### config.mk
export PLATFORM = sky130hd
export DESIGN_NAME = input_skew_buffer_flat
export DESIGN_NICKNAME = d
export VERILOG_FILES = /design/src/rtl/input_skew_buffer_if.sv /design/src/rtl/input_skew_buffer.sv /design/src/flat_wrapper.sv
export SDC_FILE = /design/constraint.sdc
export NUM_CORES = 1
export LEC_CHECK = 0
export ABC_AREA = 1
export CORE_UTILIZATION = 45
export CTS_BUF_LIST = sky130_fd_sc_hd__clkbuf_8
export DETAILED_ROUTE_END_ITERATION = 10
export PLACE_DENSITY = 0.7
export RECOVER_POWER = 100
export SLEW_MARGIN = 15
export SYNTH_ARGS = -nofsm -noshare
export SYNTH_HDL_FRONTEND = slang
export SYNTH_SLANG_ARGS = --single-unit
### constraint.sdc
create_clock -name i_clk -period 3.7 [get_ports i_clk]
set_input_delay 0.74 -clock i_clk [delete_from_list [all_inputs] [get_ports i_clk]]
set_output_delay 0.74 -clock i_clk [all_outputs]
set_load 0.02 [all_outputs]
### src/rtl/input_skew_buffer_if.sv
// Router/array-facing signal bundle for input_skew_buffer.
// ISB_OCCUPANCY_EN adds the occupancy and sticky overflow outputs.
interface input_skew_buffer_if #(
    parameter int ROW_COUNT  = 4,
    parameter int DATA_WIDTH = 8,
    parameter int FIFO_DEPTH = 8
);
    localparam int CNT_W = $clog2(FIFO_DEPTH + 1);

    logic                                 i_en;
    logic                                 i_reg_clear;
    logic                                 i_drain;
    logic [ROW_COUNT-1:0][DATA_WIDTH-1:0] i_data;
    logic [ROW_COUNT-1:0]                 i_data_valid;
    logic                                 o_pop_en;
    logic                                 i_pe_ready;
    logic [ROW_COUNT-1:0][DATA_WIDTH-1:0] o_data;
    logic [ROW_COUNT-1:0]                 o_data_valid;
    logic                                 o_empty;
    logic                                 o_drain_done;
`ifdef ISB_OCCUPANCY_EN
    logic [ROW_COUNT-1:0][CNT_W-1:0]      o_occupancy;
    logic [ROW_COUNT-1:0]                 o_overflow;

    modport master (
        output i_en, i_reg_clear, i_drain, i_data, i_data_valid, i_pe_ready,
        input  o_pop_en, o_data, o_data_valid, o_empty, o_drain_done, o_occupancy, o_overflow
    );
    modport slave (
        input  i_en, i_reg_clear, i_drain, i_data, i_data_valid, i_pe_ready,
        output o_pop_en, o_data, o_data_valid, o_empty, o_drain_done, o_occupancy, o_overflow
    );
`else
    modport master (
        output i_en, i_reg_clear, i_drain, i_data, i_data_valid, i_pe_ready,
        input  o_pop_en, o_data, o_data_valid, o_empty, o_drain_done
    );
    modport slave (
        input  i_en, i_reg_clear, i_drain, i_data, i_data_valid, i_pe_ready,
        output o_pop_en, o_data, o_data_valid, o_empty, o_drain_done
    );
`endif
endinterface

### src/rtl/input_skew_buffer.sv
// Per-row FIFOs feeding the PE array west edge as a diagonal (skewed) wavefront.
// Optional ISB_OCCUPANCY_EN exposes per-row occupancy and sticky overflow flags.
module isb_row_fifo #(
    parameter int DATA_WIDTH = 8,
    parameter int FIFO_DEPTH = 8
) (
    input  logic                                 clk,
    input  logic                                 rst_n,
    input  logic                                 clear,
    input  logic                                 push,
    input  logic [DATA_WIDTH-1:0]                push_data,
    input  logic                                 pop,
    output logic [DATA_WIDTH-1:0]                pop_data,
    output logic [$clog2(FIFO_DEPTH+1)-1:0]      count,
    output logic [$clog2(FIFO_DEPTH+1)-1:0]      count_next
);
    localparam int CNT_W = $clog2(FIFO_DEPTH + 1);
    localparam int PTR_W = $clog2(FIFO_DEPTH);

    logic [FIFO_DEPTH-1:0][DATA_WIDTH-1:0] mem;
    logic [PTR_W-1:0]                      wptr, rptr;
    logic                                  wr;

    // A full FIFO still accepts a push when the same cycle pops.
    assign wr       = push && ((count != CNT_W'(FIFO_DEPTH)) || pop);
    assign pop_data = mem[rptr];

    always_comb begin
        count_next = count;
        if (wr && !pop)      count_next = count + 1'b1;
        else if (!wr && pop) count_next = count - 1'b1;
    end

    always_ff @(posedge clk) begin
        if (wr && !clear) mem[wptr] <= push_data;
    end

    always_ff @(posedge clk or negedge rst_n) begin
        if (!rst_n) begin
            wptr  <= '0;
            rptr  <= '0;
            count <= '0;
        end else if (clear) begin
            wptr  <= '0;
            rptr  <= '0;
            count <= '0;
        end else begin
            if (wr)  wptr <= wptr + 1'b1;
            if (pop) rptr <= rptr + 1'b1;
            count <= count_next;
        end
    end
endmodule

module input_skew_buffer #(
    parameter int ROW_COUNT  = 4,
    parameter int DATA_WIDTH = 8,
    parameter int FIFO_DEPTH = 8,
    parameter int POP_SLACK  = 2
) (
    input  logic               i_clk,
    input  logic               i_nrst,
    input_skew_buffer_if.slave bus
);
    localparam int CNT_W = $clog2(FIFO_DEPTH + 1);

    typedef enum logic [1:0] {IDLE, RUN, DRAIN, DONE} state_t;

    state_t                               state, state_next;
    logic [ROW_COUNT-1:0]                 nonempty, pop, stage_busy, tail_vld;
    logic [ROW_COUNT-1:0][CNT_W-1:0]      count, count_next;
    logic [ROW_COUNT-1:0][DATA_WIDTH-1:0] pop_data, tail_data, data_q;
    logic [ROW_COUNT-1:0]                 valid_q;
    logic                                 pop_en_q, pop_ok, empty, drain_done;

    for (genvar r = 0; r < ROW_COUNT; r++) begin : g_row
        isb_row_fifo #(.DATA_WIDTH(DATA_WIDTH), .FIFO_DEPTH(FIFO_DEPTH)) u_fifo (
            .clk       (i_clk),
            .rst_n     (i_nrst),
            .clear     (bus.i_reg_clear),
            .push      (bus.i_data_valid[r]),
            .push_data (bus.i_data[r]),
            .pop       (pop[r]),
            .pop_data  (pop_data[r]),
            .count     (count[r]),
            .count_next(count_next[r])
        );
        assign nonempty[r] = (count[r] != '0);

        // Row r is delayed by r stages; invalid slots carry zero data.
        if (r == 0) begin : g_direct
            assign tail_vld[r]   = pop[r];
            assign tail_data[r]  = pop[r] ? pop_data[r] : '0;
            assign stage_busy[r] = 1'b0;
        end else begin : g_stages
            logic [r-1:0][DATA_WIDTH-1:0] sd;
            logic [r-1:0]                 sv;
            always_ff @(posedge i_clk or negedge i_nrst) begin
                if (!i_nrst) begin
                    sd <= '0;
                    sv <= '0;
                end else if (bus.i_reg_clear) begin
                    sd <= '0;
                    sv <= '0;
                end else if (bus.i_pe_ready) begin
                    sv[0] <= pop[r];
                    sd[0] <= pop[r] ? pop_data[r] : '0;
                    for (int k = 1; k < r; k++) begin
                        sv[k] <= sv[k-1];
                        sd[k] <= sd[k-1];
                    end
                end
            end
            assign tail_vld[r]   = sv[r-1];
            assign tail_data[r]  = sd[r-1];
            assign stage_busy[r] = |sv;
        end
    end

    assign empty = !(|nonempty) && !(|stage_busy) && !(|valid_q);

    always_ff @(posedge i_clk or negedge i_nrst) begin
        if (!i_nrst)               state <= IDLE;
        else if (bus.i_reg_clear)  state <= IDLE;
        else                       state <= state_next;
    end

    always_comb begin
        state_next = state;
        case (state)
            IDLE:    if (bus.i_drain) state_next = DRAIN;
                     else if (bus.i_en) state_next = RUN;
            RUN:     if (bus.i_drain) state_next = DRAIN;
                     else if (!bus.i_en) state_next = IDLE;
            DRAIN:   if (empty) state_next = DONE;
            DONE:    state_next = IDLE;
            default: state_next = IDLE;
        endcase
    end

    // RUN pops only complete wavefronts; DRAIN pops whatever rows hold data.
    always_comb begin
        pop        = '0;
        drain_done = (state == DONE);
        if (bus.i_pe_ready) begin
            if (state == RUN && (&nonempty)) pop = '1;
            else if (state == DRAIN)         pop = nonempty;
        end
    end

    always_comb begin
        pop_ok = 1'b1;
        for (int r = 0; r < ROW_COUNT; r++)
            if (count_next[r] > CNT_W'(FIFO_DEPTH - POP_SLACK)) pop_ok = 1'b0;
    end

    always_ff @(posedge i_clk or negedge i_nrst) begin
        if (!i_nrst) begin
            pop_en_q <= 1'b0;
            data_q   <= '0;
            valid_q  <= '0;
        end else if (bus.i_reg_clear) begin
            pop_en_q <= 1'b0;
            data_q   <= '0;
            valid_q  <= '0;
        end else begin
            pop_en_q <= pop_ok;
            if (bus.i_pe_ready) begin
                valid_q <= tail_vld;
                data_q  <= tail_data;
            end
        end
    end

    assign bus.o_pop_en     = pop_en_q;
    assign bus.o_data       = data_q;
    assign bus.o_data_valid = valid_q;
    assign bus.o_empty      = empty;
    assign bus.o_drain_done = drain_done;

`ifdef ISB_OCCUPANCY_EN
    logic [ROW_COUNT-1:0] overflow_q, drop;

    always_comb begin
        for (int r = 0; r < ROW_COUNT; r++)
            drop[r] = bus.i_data_valid[r] && (count[r] == CNT_W'(FIFO_DEPTH)) && !pop[r];
    end

    always_ff @(posedge i_clk or negedge i_nrst) begin
        if (!i_nrst)              overflow_q <= '0;
        else if (bus.i_reg_clear) overflow_q <= '0;
        else                      overflow_q <= overflow_q | drop;
    end

    assign bus.o_occupancy = count;
    assign bus.o_overflow  = overflow_q;
`endif
endmodule

### src/flat_wrapper.sv
// flat-port wrapper written by rule: the top's interface ports become plain ports
module input_skew_buffer_flat 
#(
    parameter int ROW_COUNT  = 4,
    parameter int DATA_WIDTH = 8,
    parameter int FIFO_DEPTH = 8,
    parameter int POP_SLACK  = 2
)
  (i_clk, i_nrst, bus_i_en, bus_i_reg_clear, bus_i_drain, bus_i_data, bus_i_data_valid, bus_i_pe_ready, bus_o_pop_en, bus_o_data, bus_o_data_valid, bus_o_empty, bus_o_drain_done);
  input_skew_buffer_if #(.ROW_COUNT(ROW_COUNT), .DATA_WIDTH(DATA_WIDTH), .FIFO_DEPTH(FIFO_DEPTH)) bus_i ();
  input  logic i_clk;
  input  logic i_nrst;
  input wire logic [$bits(bus_i.i_en)-1:0] bus_i_en;
  input wire logic [$bits(bus_i.i_reg_clear)-1:0] bus_i_reg_clear;
  input wire logic [$bits(bus_i.i_drain)-1:0] bus_i_drain;
  input wire logic [$bits(bus_i.i_data)-1:0] bus_i_data;
  input wire logic [$bits(bus_i.i_data_valid)-1:0] bus_i_data_valid;
  input wire logic [$bits(bus_i.i_pe_ready)-1:0] bus_i_pe_ready;
  output wire logic [$bits(bus_i.o_pop_en)-1:0] bus_o_pop_en;
  output wire logic [$bits(bus_i.o_data)-1:0] bus_o_data;
  output wire logic [$bits(bus_i.o_data_valid)-1:0] bus_o_data_valid;
  output wire logic [$bits(bus_i.o_empty)-1:0] bus_o_empty;
  output wire logic [$bits(bus_i.o_drain_done)-1:0] bus_o_drain_done;
  assign bus_i.i_en = bus_i_en;
  assign bus_i.i_reg_clear = bus_i_reg_clear;
  assign bus_i.i_drain = bus_i_drain;
  assign bus_i.i_data = bus_i_data;
  assign bus_i.i_data_valid = bus_i_data_valid;
  assign bus_i.i_pe_ready = bus_i_pe_ready;
  assign bus_o_pop_en = bus_i.o_pop_en;
  assign bus_o_data = bus_i.o_data;
  assign bus_o_data_valid = bus_i.o_data_valid;
  assign bus_o_empty = bus_i.o_empty;
  assign bus_o_drain_done = bus_i.o_drain_done;
  input_skew_buffer #(.ROW_COUNT(ROW_COUNT), .DATA_WIDTH(DATA_WIDTH), .FIFO_DEPTH(FIFO_DEPTH), .POP_SLACK(POP_SLACK)) u_core (.i_clk(i_clk), .i_nrst(i_nrst), .bus(bus_i));
endmodule
Word level (Yosys, flattened, before mapping)
Index checks and enable logic that the tools add are counted.
{ "word_totals": {"register_bits": 389, "in_bits": 42, "output_inout_bits": 39} }
{ "classes": {"n_addsub": 16, "magnitude_cmp": 16, "eq_ne": 10, "mux": 83, "reduce_logical": 58} }
{ "op_table": {"columns": ["cell", "n"], "rows": [
  ["$bwmux 64", 4],
  ["$mux 8", 14],
  ["$bmux 8 s3", 4],
  ["$demux 8 s3", 4],
  ["$mux 4", 17],
  ["$mux 32", 2],
  ["$mux 3", 18],
  ["$mux 24", 2],
  ["$lt 3x4->1 const B", 8],
  ["$mux 16", 2],
  ["$add 3x1->3 const B", 8],
  ["$ne 4x4->1 const B", 6],
  ["$logic_and 1x1->1", 23],
  ["$reduce_bool 2->1", 9],
  ["$add 4x1->4 const B", 4],
  ["$gt 4x3->1 const B", 4],
  ["$mux 2", 8],
  ["$reduce_bool 4->1", 4],
  ["$sub 4x1->4 const B", 4],
  ["$ge 3x1->1 const B", 4],
  ["$logic_not 1->1", 12],
  ["$pmux 2 s4", 1],
  ["$reduce_or 4->1", 2],
  ["$mux 1", 7],
  ["8 further kinds", 12]
]} }

Depth between registers and ports, before layout
Gate-level depths: netlist of run 1.
{ "depth": {"ltp_word": 17, "depth_mapped": 15, "ltp_nobuf": 15} }

By module
From an unflattened synthesis of run 1, not the netlist that was laid out.
{ "hier_totals": {"hier_cells": 1577, "area_unflattened_um2": 16592.2} }
{ "modules_own_cells": {"columns": ["mod", "instances", "cells_per_inst", "area_each_um2", "seq_area_each_um2"], "rows": [
  ["isb_row_fifo", 4, 285, 3163.0, 2172.1],
  ["input_skew_buffer", 1, 437, 3940.0, 2327.2]
]} }

Worst setup path after synthesis of run 1
Ideal clock, no wire load.
{ "synth_path": {"kind": "reg-to-reg", "start": "register u_core.g_row[3].u_fifo.count[0]", "end": "register u_core.g_row[3].u_fifo.mem[0] (netlist name) (enable)", "t_arrival_ps": 2050, "path_slack_ps": 1280, "path_stages_with_launch": 14, "path_buffers": 0, "synth_period_minus_slack_ps": 2420, "cell_sequence": "dfrtp_1 -> inv_1 -> ha_1 -> inv_1 -> nor2_2 -> nand2_2 -> nand2_4 -> o21ai_4 -> nand2_4 -> inv_2 -> o21ai_1 -> nor2_1 -> nand2_1 -> nor2_1"} }
{ "synth_between": {"elab_chain_cells": 8, "word_cells_on_any_way": 10} }
{ "synth_rtl": {"columns": ["item", "line_no", "source"], "rows": [
  ["start: declaration", "input_skew_buffer.sv:14", "output logic [$clog2(FIFO_DEPTH+1)-1:0] count,"],
  ["start signal: assignment", "input_skew_buffer.sv:50", "count <= count_next;"],
  ["$reduce_bool 4->1", "input_skew_buffer.sv:88", "assign nonempty[r] = (count[r] != '0);"],
  ["$reduce_and 4->1", "input_skew_buffer.sv:146", "if (state == RUN && (&nonempty)) pop = '1;"],
  ["$logic_and 1x1->1", "input_skew_buffer.sv:146", null],
  ["$mux 4", "input_skew_buffer.sv:146", null],
  ["$mux 4", "input_skew_buffer.sv:145", "if (bus.i_pe_ready) begin"],
  ["$logic_or 1x1->1 (*)", "input_skew_buffer.sv:25", "assign wr = push && ((count != CNT_W'(FIFO_DEPTH)) || pop);"],
  ["$logic_and 1x1->1 (*)", "input_skew_buffer.sv:25", null],
  ["$logic_and 1x1->1 (*)", "input_skew_buffer.sv:35", "if (wr && !clear) mem[wptr] <= push_data;"],
  ["end signal: indexed assignment", "input_skew_buffer.sv:35", null],
  ["end: declaration", "input_skew_buffer.sv:20", "logic [FIFO_DEPTH-1:0][DATA_WIDTH-1:0] mem;"]
]} }
Mark *: on every way between the ends. The rest lies on a longest branch, timed or not.
A chain may end at the register's enable or synchronous reset.

Worst setup path after layout of run 1
{ "layout_path": {"start": "register u_core.g_row[3].u_fifo.count[0]", "end": "output bus_o_empty"} }
{ "layout_between": {"elab_chain_cells": 5} }
{ "layout_rtl": {"columns": ["item", "line_no", "source"], "rows": [
  ["$reduce_bool 4->1", "input_skew_buffer.sv:88", null],
  ["$reduce_or 4->1", "input_skew_buffer.sv:120", "assign empty = !(|nonempty) && !(|stage_busy) && !(|valid_q);"],
  ["$logic_not 1->1", "input_skew_buffer.sv:120", null],
  ["$logic_and 1x1->1 (2 in series)", "input_skew_buffer.sv:120", null],
  ["end: declaration", "flat_wrapper.sv:22", "output wire logic [$bits(bus_i.o_empty)-1:0] bus_o_empty;"]
]} }
Every way passes these cells.

==> results of run 1 <==
==> worst min-delay path by stage <==
stage                                      end                            start  depth (start not counted)
2_1_floorplan             u_core.bus.o_data[0]                           i_nrst                          0
3_3_place_gp   u_core.g_row[3].g_stages.sd[21]  u_core.g_row[3].g_stages.sd[21]                          2
3_5_place_dp   u_core.g_row[3].g_stages.sd[14]  u_core.g_row[3].g_stages.sd[14]                          2
4_1_cts         u_core.g_row[2].g_stages.sd[1]                           i_nrst                          1
5_1_grt        u_core.g_row[3].g_stages.sd[19]  u_core.g_row[3].g_stages.sd[19]                          2
6_report       u_core.g_row[3].g_stages.sd[17]  u_core.g_row[3].g_stages.sd[17]                          2
==> worst min-delay path, delay by kind of cell (launching register included) <==
family / cells / cell delay, ns
AOI/OAI and AO/OA: 1 / 0.11
buffers and inverters: 1 / 0.05
DFF: 1 / 0.32
==> layer usage <==
metal	part of all wire [%]	routed length, µm	vias to the layer above
li1	-	-	5139
met1	46	16700	5247
met2	46	16500	363
met3	5.8	2090	64
met4	2.3	820	0
met5	0	0	-
==> registers in the layout (all words and copies together), names as in the netlist <==
signal	cells
u_core.g_row.u_fifo.mem	256
u_core.g_row.g_stages.sd	48
u_core.bus.o_data	32
u_core.g_row.u_fifo.count	16
u_core.g_row.u_fifo.rptr	12
u_core.g_row.u_fifo.wptr	12
u_core.g_row.g_stages.sv	6
u_core.bus.o_data_valid	4
u_core.state	2
u_core.bus.o_pop_en	1
==> cell usage in the layout (no fill, tap or decap), types with 2 or more instances in the layout <==
cell / instances
a21oi_1: 91
a22oi_1: 7
a32o_1: 32
a32oi_1: 25
buf_4: 9
clkbuf_2: 3
clkbuf_8: 69
clkdlybuf4s50_1: 8
clkinv_1: 16
clkinv_2: 17
dfrtp_1: 133
dlygate4sd3_1: 71
edfxtp_1: 256
ha_1: 16
inv_1: 166
inv_2: 2
nand2_1: 328
nand2_4: 4
nand3_1: 36
nand3_2: 3
nand3_4: 2
nand4_1: 12
nor2_1: 58
nor2_2: 4
nor4_1: 2
o211ai_1: 25
o21a_1: 3
o21ai_0: 62
o21ai_1: 2
o21ai_4: 2
o22ai_1: 62
xnor2_1: 3
xor2_1: 16
==> power by group <==
| group | total (µW) | switching [µW] | internal, µW |
|---|---|---|---|
| clock network | 3410 | 1680 | 1720 |
| logic | 693 | 475 | 218 |
| registers | 4790 | 47.6 | 4740 |
| total | 8880 | 2210 | 6680 |
==> cell families after synthesis <==
kind of cell,after synthesis,share of synthesized area (%)
compound gates,314,12.6
xor+xnor,19,1.03
fa+ha+maj,16,1.23
buf+inv,225,5.25
flops,389,67.9
simple gates,452,12.0
==> per-stage QoR <==
step                power [µW]  cell area [µm²]  hold WS [ns]  utilization (%)
finish                    8880            18500         0.523             52.1
global route              9240            18500         0.544             52.1
detailed placement        5600            17400         0.511             49.2
CTS                       9000            18600         0.106             52.5
floorplan                 5310            16200         0.444                -
global placement          5590            17400         0.503             49.2
==> cell type report <==
class	instances	area, µm²
Antenna cell	1	2.50
Clock buffer	69	950
Clock inverter	46	219
Fill cell	3077	17000
Inverter	158	593
Multi-Input combinational cell	801	4260
Sequential cell	389	11000
Tap cell	461	577
Timing Repair Buffer	92	877
==> results.py, run 1 <==
metrics = {
    "worst_setup_path": {
        "endpoint": "bus_o_empty",
        "cp-end-kind": "primary output",
        "cpMostUsedCell": "inv_1",
        "crit_type": "reg -> out",
        "cp_top_family": "buffers and inverters",
        "crit_start": "u_core.g_row[3].u_fifo.count[0]",
        "cp_cell_sequence": "inv_1 -> ha_1 -> inv_1 -> nor2_2 -> nand3_1 -> nor4_1 -> clkdlybuf4s50_1",
        "slowest_stage": "clkdlybuf4s50_1",
        "cp_num_cells": 7,
        "r2r-start": "u_core.g_row[3].u_fifo.count[0]",
        "reg2reg_depth": 13,
        "reg2reg_to": "u_core.g_row[2].u_fifo.mem[31]",
        "r2r_slack_ns": 0.29,
        "required_ns": 2.96,
        "cpPeakStageDelay_ns": 0.77,
        "worstPathBufferInverterCount": 3,
        "worst-path-max-fanout": 4,
        "critPathLaunchType": "register",
        "worstPathArrival_ns": 2.84,
    },
    "grt": {
        "grt.met1_usage_pct": 29.3,
        "overflow": 0,
        "grt_max_degree": 68,
        "grt.met3_usage_pct": 3.16,
        "use_met2_pct": 30.8,
        "grt_pass1_wl_um": 57400,
        "grtUsageTotal_pct": 20.1,
        "antenna_found_initial": 1,
        "grt_pass1_vias": 10400,
        "grt_most_used_layer": "met2",
    },
    "detailed_routing": {
        "drt_iter0_drc": 1132,
        "first_pass_iters": 8,
        "antenna_left": 0,
        "wl_per_cell_um": 17.9,
        "drc_errors": 2,
        "route.vias.total": 10800,
        "vias_per_cell": 5.36,
        "wirelength_um": 36100,
    },
    "pwr": {
        "p_leak_uw": 0.00743,
        "worst_ir_drop_vdd_uv": 250,
        "powerDensity_nw_per_um2": 480,
    },
    "clock_tree": {
        "cts_tree": "yes",
        "cts_htree_levels": 2,
        "clk_latency_ns": 0.63,
        "clk_path_buf_depth": 3,
        "root_buffer": "clkbuf_8",
        "cts_resized": 0,
        "cts.sinks": 389,
        "cts_hold_buf": 0,
        "cts_buffers": 61,
        "clk_pin_slew_ns": 0.07,
        "cts_setup_buffers": 0,
    },
    "cells_and_area": {
        "layout-drive-gt1-share_pct": 7.72,
        "fin_nets": 1561,
        "stdcell_count": 2017,
        "area_delta_synth_final_pct": 14.0,
    },
    "worst_hold_path": {
        "min_path_type": "reg -> reg",
    },
    "synthesis": {
        "ys_ff_latch": 389,
        "synthTopCellsByCount": "nand2_1, edfxtp_1, inv_1",
        "synthCells": 1415,
        "synthesis.nets": 1473,
        "synth.most_common_cell": "nand2_1",
        "yosys_warnings": 0,
        "synth_edf_count": 256,
        "synth_top_cell_by_area": "edfxtp_1",
        "syn-cell-area_um2": 16200,
        "ys_seq_area_share_pct": 67.9,
        "syn_avg_cell_area_um2": 11.5,
        "synthTopCellsByArea": "edfxtp_1, dfrtp_1, nand2_1",
        "synthFlopType": "edfxtp_1",
        "synth_top_area_share_pct": 47.4,
        "synth.distinct_cells": 37,
        "synthArstFlopShare_pct": 34.2,
    },
    "outcome": {
        "violations": "design-rule violations, max-capacitance violations, max-slew violations",
        "status": "complete, but fails checks",
    },
    "sta": {
        "period_share_pct": 96.6,
        "hold_viol_final": 0,
        "setup_tns_ns": 0,
        "skew_ns": 0.0289,
        "finalSetupViolCount": 0,
        "rsz0062_at_grt": "false",
        "worst_pin_slew_ns": 1.97,
        "drv_slew": 191,
        "fmax_ghz": 0.280,
        "max_slew_margin_pct": -31.6,
        "fin_crit_ns": 3.58,
        "postLayoutSetupSlackWorst_ns": 0.125,
    },
    "placed_design": {
        "io_buffers": 80,
        "routabilityCongestion": 0.852,
        "dp_hpwl_um": 24000,
        "placed_cells": 1901,
        "place_ws_ns": 0.492,
    },
    "floorplan": {
        "rows": 69,
        "core_um2": 35500,
        "start_util_pct": 45.7,
        "ios": 81,
        "die_w_um": 192,
        "die_area_um2": 36800,
        "dieHeight_um": 192,
    },
    "flow_run": {
        "drv_cap": 3,
    },
}
No activity file was read; power rests on OpenSTA's default activity.
==> run 2: changes to the inputs <==
--- a/config.mk
+++ b/config.mk
@@ -6,10 +6,11 @@
 export NUM_CORES = 1
 export LEC_CHECK = 0
 export ABC_AREA = 1
-export CORE_UTILIZATION = 45
+export CORE_UTILIZATION = 65
 export CTS_BUF_LIST = sky130_fd_sc_hd__clkbuf_8
 export DETAILED_ROUTE_END_ITERATION = 10
-export PLACE_DENSITY = 0.7
+export HOLD_SLACK_MARGIN = 0.12
+export PLACE_DENSITY = 0.92
 export RECOVER_POWER = 100
 export SLEW_MARGIN = 15
 export SYNTH_ARGS = -nofsm -noshare
==> run 2 against run 1 <==
The flow finishes with violations (max-capacitance violations, max-slew violations). Die area shrank 30%. Combinational power is 3% higher. Register-to-register slack lost 0.05 ns. Clock power about the same. Worst hold slack better by 0.0068 ns. Core utilization increased by 23 points. Largest cell class unchanged. Non-clock buffer count is 3 higher. Largest power group unchanged.
==> results.py, run 2 (synthesized netlist as in run 1, its figures left out) <==
metrics = {
    "sta": {
        "max_slew_margin_pct": -35.4,
        "fmax_ghz": 0.284,
        "rsz0062_at_grt": "false",
        "period_share_pct": 95.0,
        "finalSetupViolCount": 0,
        "setup_tns_ns": 0,
        "skew_ns": 0.0333,
        "hold_viol_final": 0,
        "fin_crit_ns": 3.52,
        "drv_slew": 112,
        "worst_pin_slew_ns": 2.03,
    },
    "cells_and_area": {
        "area_delta_synth_final_pct": 13.1,
        "final_common_cell": "nand2_1",
        "num_antenna_cells": 0,
        "regMostFlops": "u_core.g_row.u_fifo.mem",
        "num-fill-cells": 1459,
        "final_area_um2": 18300,
        "layout-drive-gt1-share_pct": 7.66,
        "final_cell_mix": "nand2_1, edfxtp_1, inv_1",
        "fin_nets": 1561,
        "regArea_um2": 11000,
        "largest_register_ffs": 256,
        "multi_input_area_um2": 4300,
    },
    "outcome": {
        "violations": "max-capacitance violations, max-slew violations",
        "status": "complete, but fails checks",
    },
    "worst_setup_path": {
        "worst-path-max-fanout": 4,
        "required_ns": 2.96,
        "critPathLaunchType": "register",
        "worstPathArrival_ns": 2.78,
        "cp-end-kind": "primary output",
        "crit_type": "reg -> out",
    },
    "placed_design": {
        "dp_hpwl_um": 24400,
        "routabilityCongestion": 0.921,
        "io_buffers": 80,
        "placed_cell_area_um2": 17300,
    },
    "flow_run": {
        "drv_cap": 2,
    },
    "floorplan": {
        "die_area_um2": 25600,
        "die_w_um": 160,
        "core_um2": 24400,
        "rows": 57,
        "start_util_pct": 66.5,
        "ios": 81,
        "dieHeight_um": 160,
    },
    "clock_tree": {
        "cts_tree": "yes",
        "clk_path_buf_depth": 3,
        "clk_pin_slew_ns": 0.06,
        "cts_resized": 0,
        "clk_latency_ns": 0.61,
        "cts_htree_levels": 2,
        "cts.sinks": 389,
        "cts_setup_buffers": 0,
        "cts_hold_buf": 0,
        "root_buffer": "clkbuf_8",
        "cts_buffers": 58,
    },
    "detailed_routing": {
        "drc_errors": 0,
        "drt_iter0_drc": 1261,
        "wl_per_cell_um": 19.8,
        "vias_per_cell": 6.09,
        "route.vias.total": 11400,
        "wirelength_um": 37100,
        "first_pass_iters": 8,
        "antenna_left": 0,
    },
    "grt": {
        "antenna_found_initial": 0,
        "grt_pass1_vias": 11100,
        "overflow": 0,
        "grtUsageTotal_pct": 29.3,
        "grt_max_degree": 82,
        "grt_pass1_wl_um": 58400,
    },
    "worst_hold_path": {
        "min_path_type": "reg -> reg",
    },
    "pwr": {
        "worst_ir_drop_vdd_uv": 353,
        "powerDensity_nw_per_um2": 484,
        "p_leak_uw": 0.00743,
    },
}
[run 2: cell types whose count changed in the layout (fill, tap and decap cells not counted), sizes merged]
cell,delta
buf,-2
bufinv,+1
clkbuf,+5
clkinv,-16
clkinvlp,+2
diode,-1
inv,+8
[run 2: path summary, 6_finish.rpt]
check / from / to / slack, ns / cells after the start
setup reg to reg: u_core.g_row[3].u_fifo.count[0] / u_core.g_row[2].u_fifo.mem[38] / 0.24 / 13
setup / recovery: u_core.g_row[3].u_fifo.count[0] / bus_o_empty / 0.18 / 7
hold / removal: u_core.g_row[3].g_stages.sd[14] / u_core.g_row[3].g_stages.sd[14] / 0.53 / 2
max in group asynchronous: i_nrst / u_core.state[0] / 0.71 / 2
hold reg to reg: u_core.g_row[3].g_stages.sd[14] / u_core.g_row[3].g_stages.sd[14] / 0.53 / 2
min in group asynchronous: i_nrst / u_core.g_row[2].g_stages.sd[2] / 0.68 / 1
[run 2: critical path, stage by stage, from the launching register on]
cell and delay, ns:
dfrtp_1 0.41, inv_1 0.15, ha_1 0.24, inv_1 0.07, nor2_2 0.17, nand3_1 0.10, nor4_1 0.28, clkdlybuf4s50_1 0.75
[run 2: stage by stage]
stage	cells	setup slack [ns]	hold slack, ns	util [%]	power, µW
2_1_floorplan	1415	1.28	0.444	-	5310
3_3_place_gp	1767	0.661	0.504	71.0	5560
3_5_place_dp	1767	0.590	0.514	71.0	5600
4_1_cts	1877	0.195	0.193	75.7	8930
5_1_grt	1877	0.0439	0.549	75.2	9160
6_report	1877	0.185	0.530	75.2	8880
[run 2: cell type report]
type / count / area share [%]
Timing Repair Buffer: 95 / 4.83
Clock inverter: 41 / 1.09
Clock buffer: 69 / 5.18
Inverter: 158 / 3.23
Multi-Input combinational cell: 801 / 23.4
Tap cell: 324 / 2.21
Sequential cell: 389 / 60.0
[run 2: power by group]
group	internal (µW)	switching (µW)
logic	221	492
clock network	1760	1610
registers	4740	51.3
[run 2: layer usage]
| layer | routed length (µm) | vias up | part of all wire, % | track usage, % |
|---|---|---|---|---|
| met3 | 3170 | 78 | 8.5 | 4.42 |
| met4 | 874 | 0 | 2.4 | 9.74 |
| met1 | 15000 | 5509 | 40 | 41.8 |
| li1 | - | 5154 | - | - |
| met5 | 0 | - | 0 | 0 |
| met2 | 18100 | 681 | 49 | 46.8 |
==> run 3: changes to the inputs <==
--- a/config.mk
+++ b/config.mk
@@ -8,6 +8,7 @@
 export ABC_AREA = 1
 export CORE_UTILIZATION = 65
 export CTS_BUF_LIST = sky130_fd_sc_hd__clkbuf_8
+export CTS_CLUSTER_DIAMETER = 50
 export DETAILED_ROUTE_END_ITERATION = 10
 export HOLD_SLACK_MARGIN = 0.12
 export PLACE_DENSITY = 0.92
==> results of run 3 <==
Final layout, timing and power as in run 2 (identical DEF).
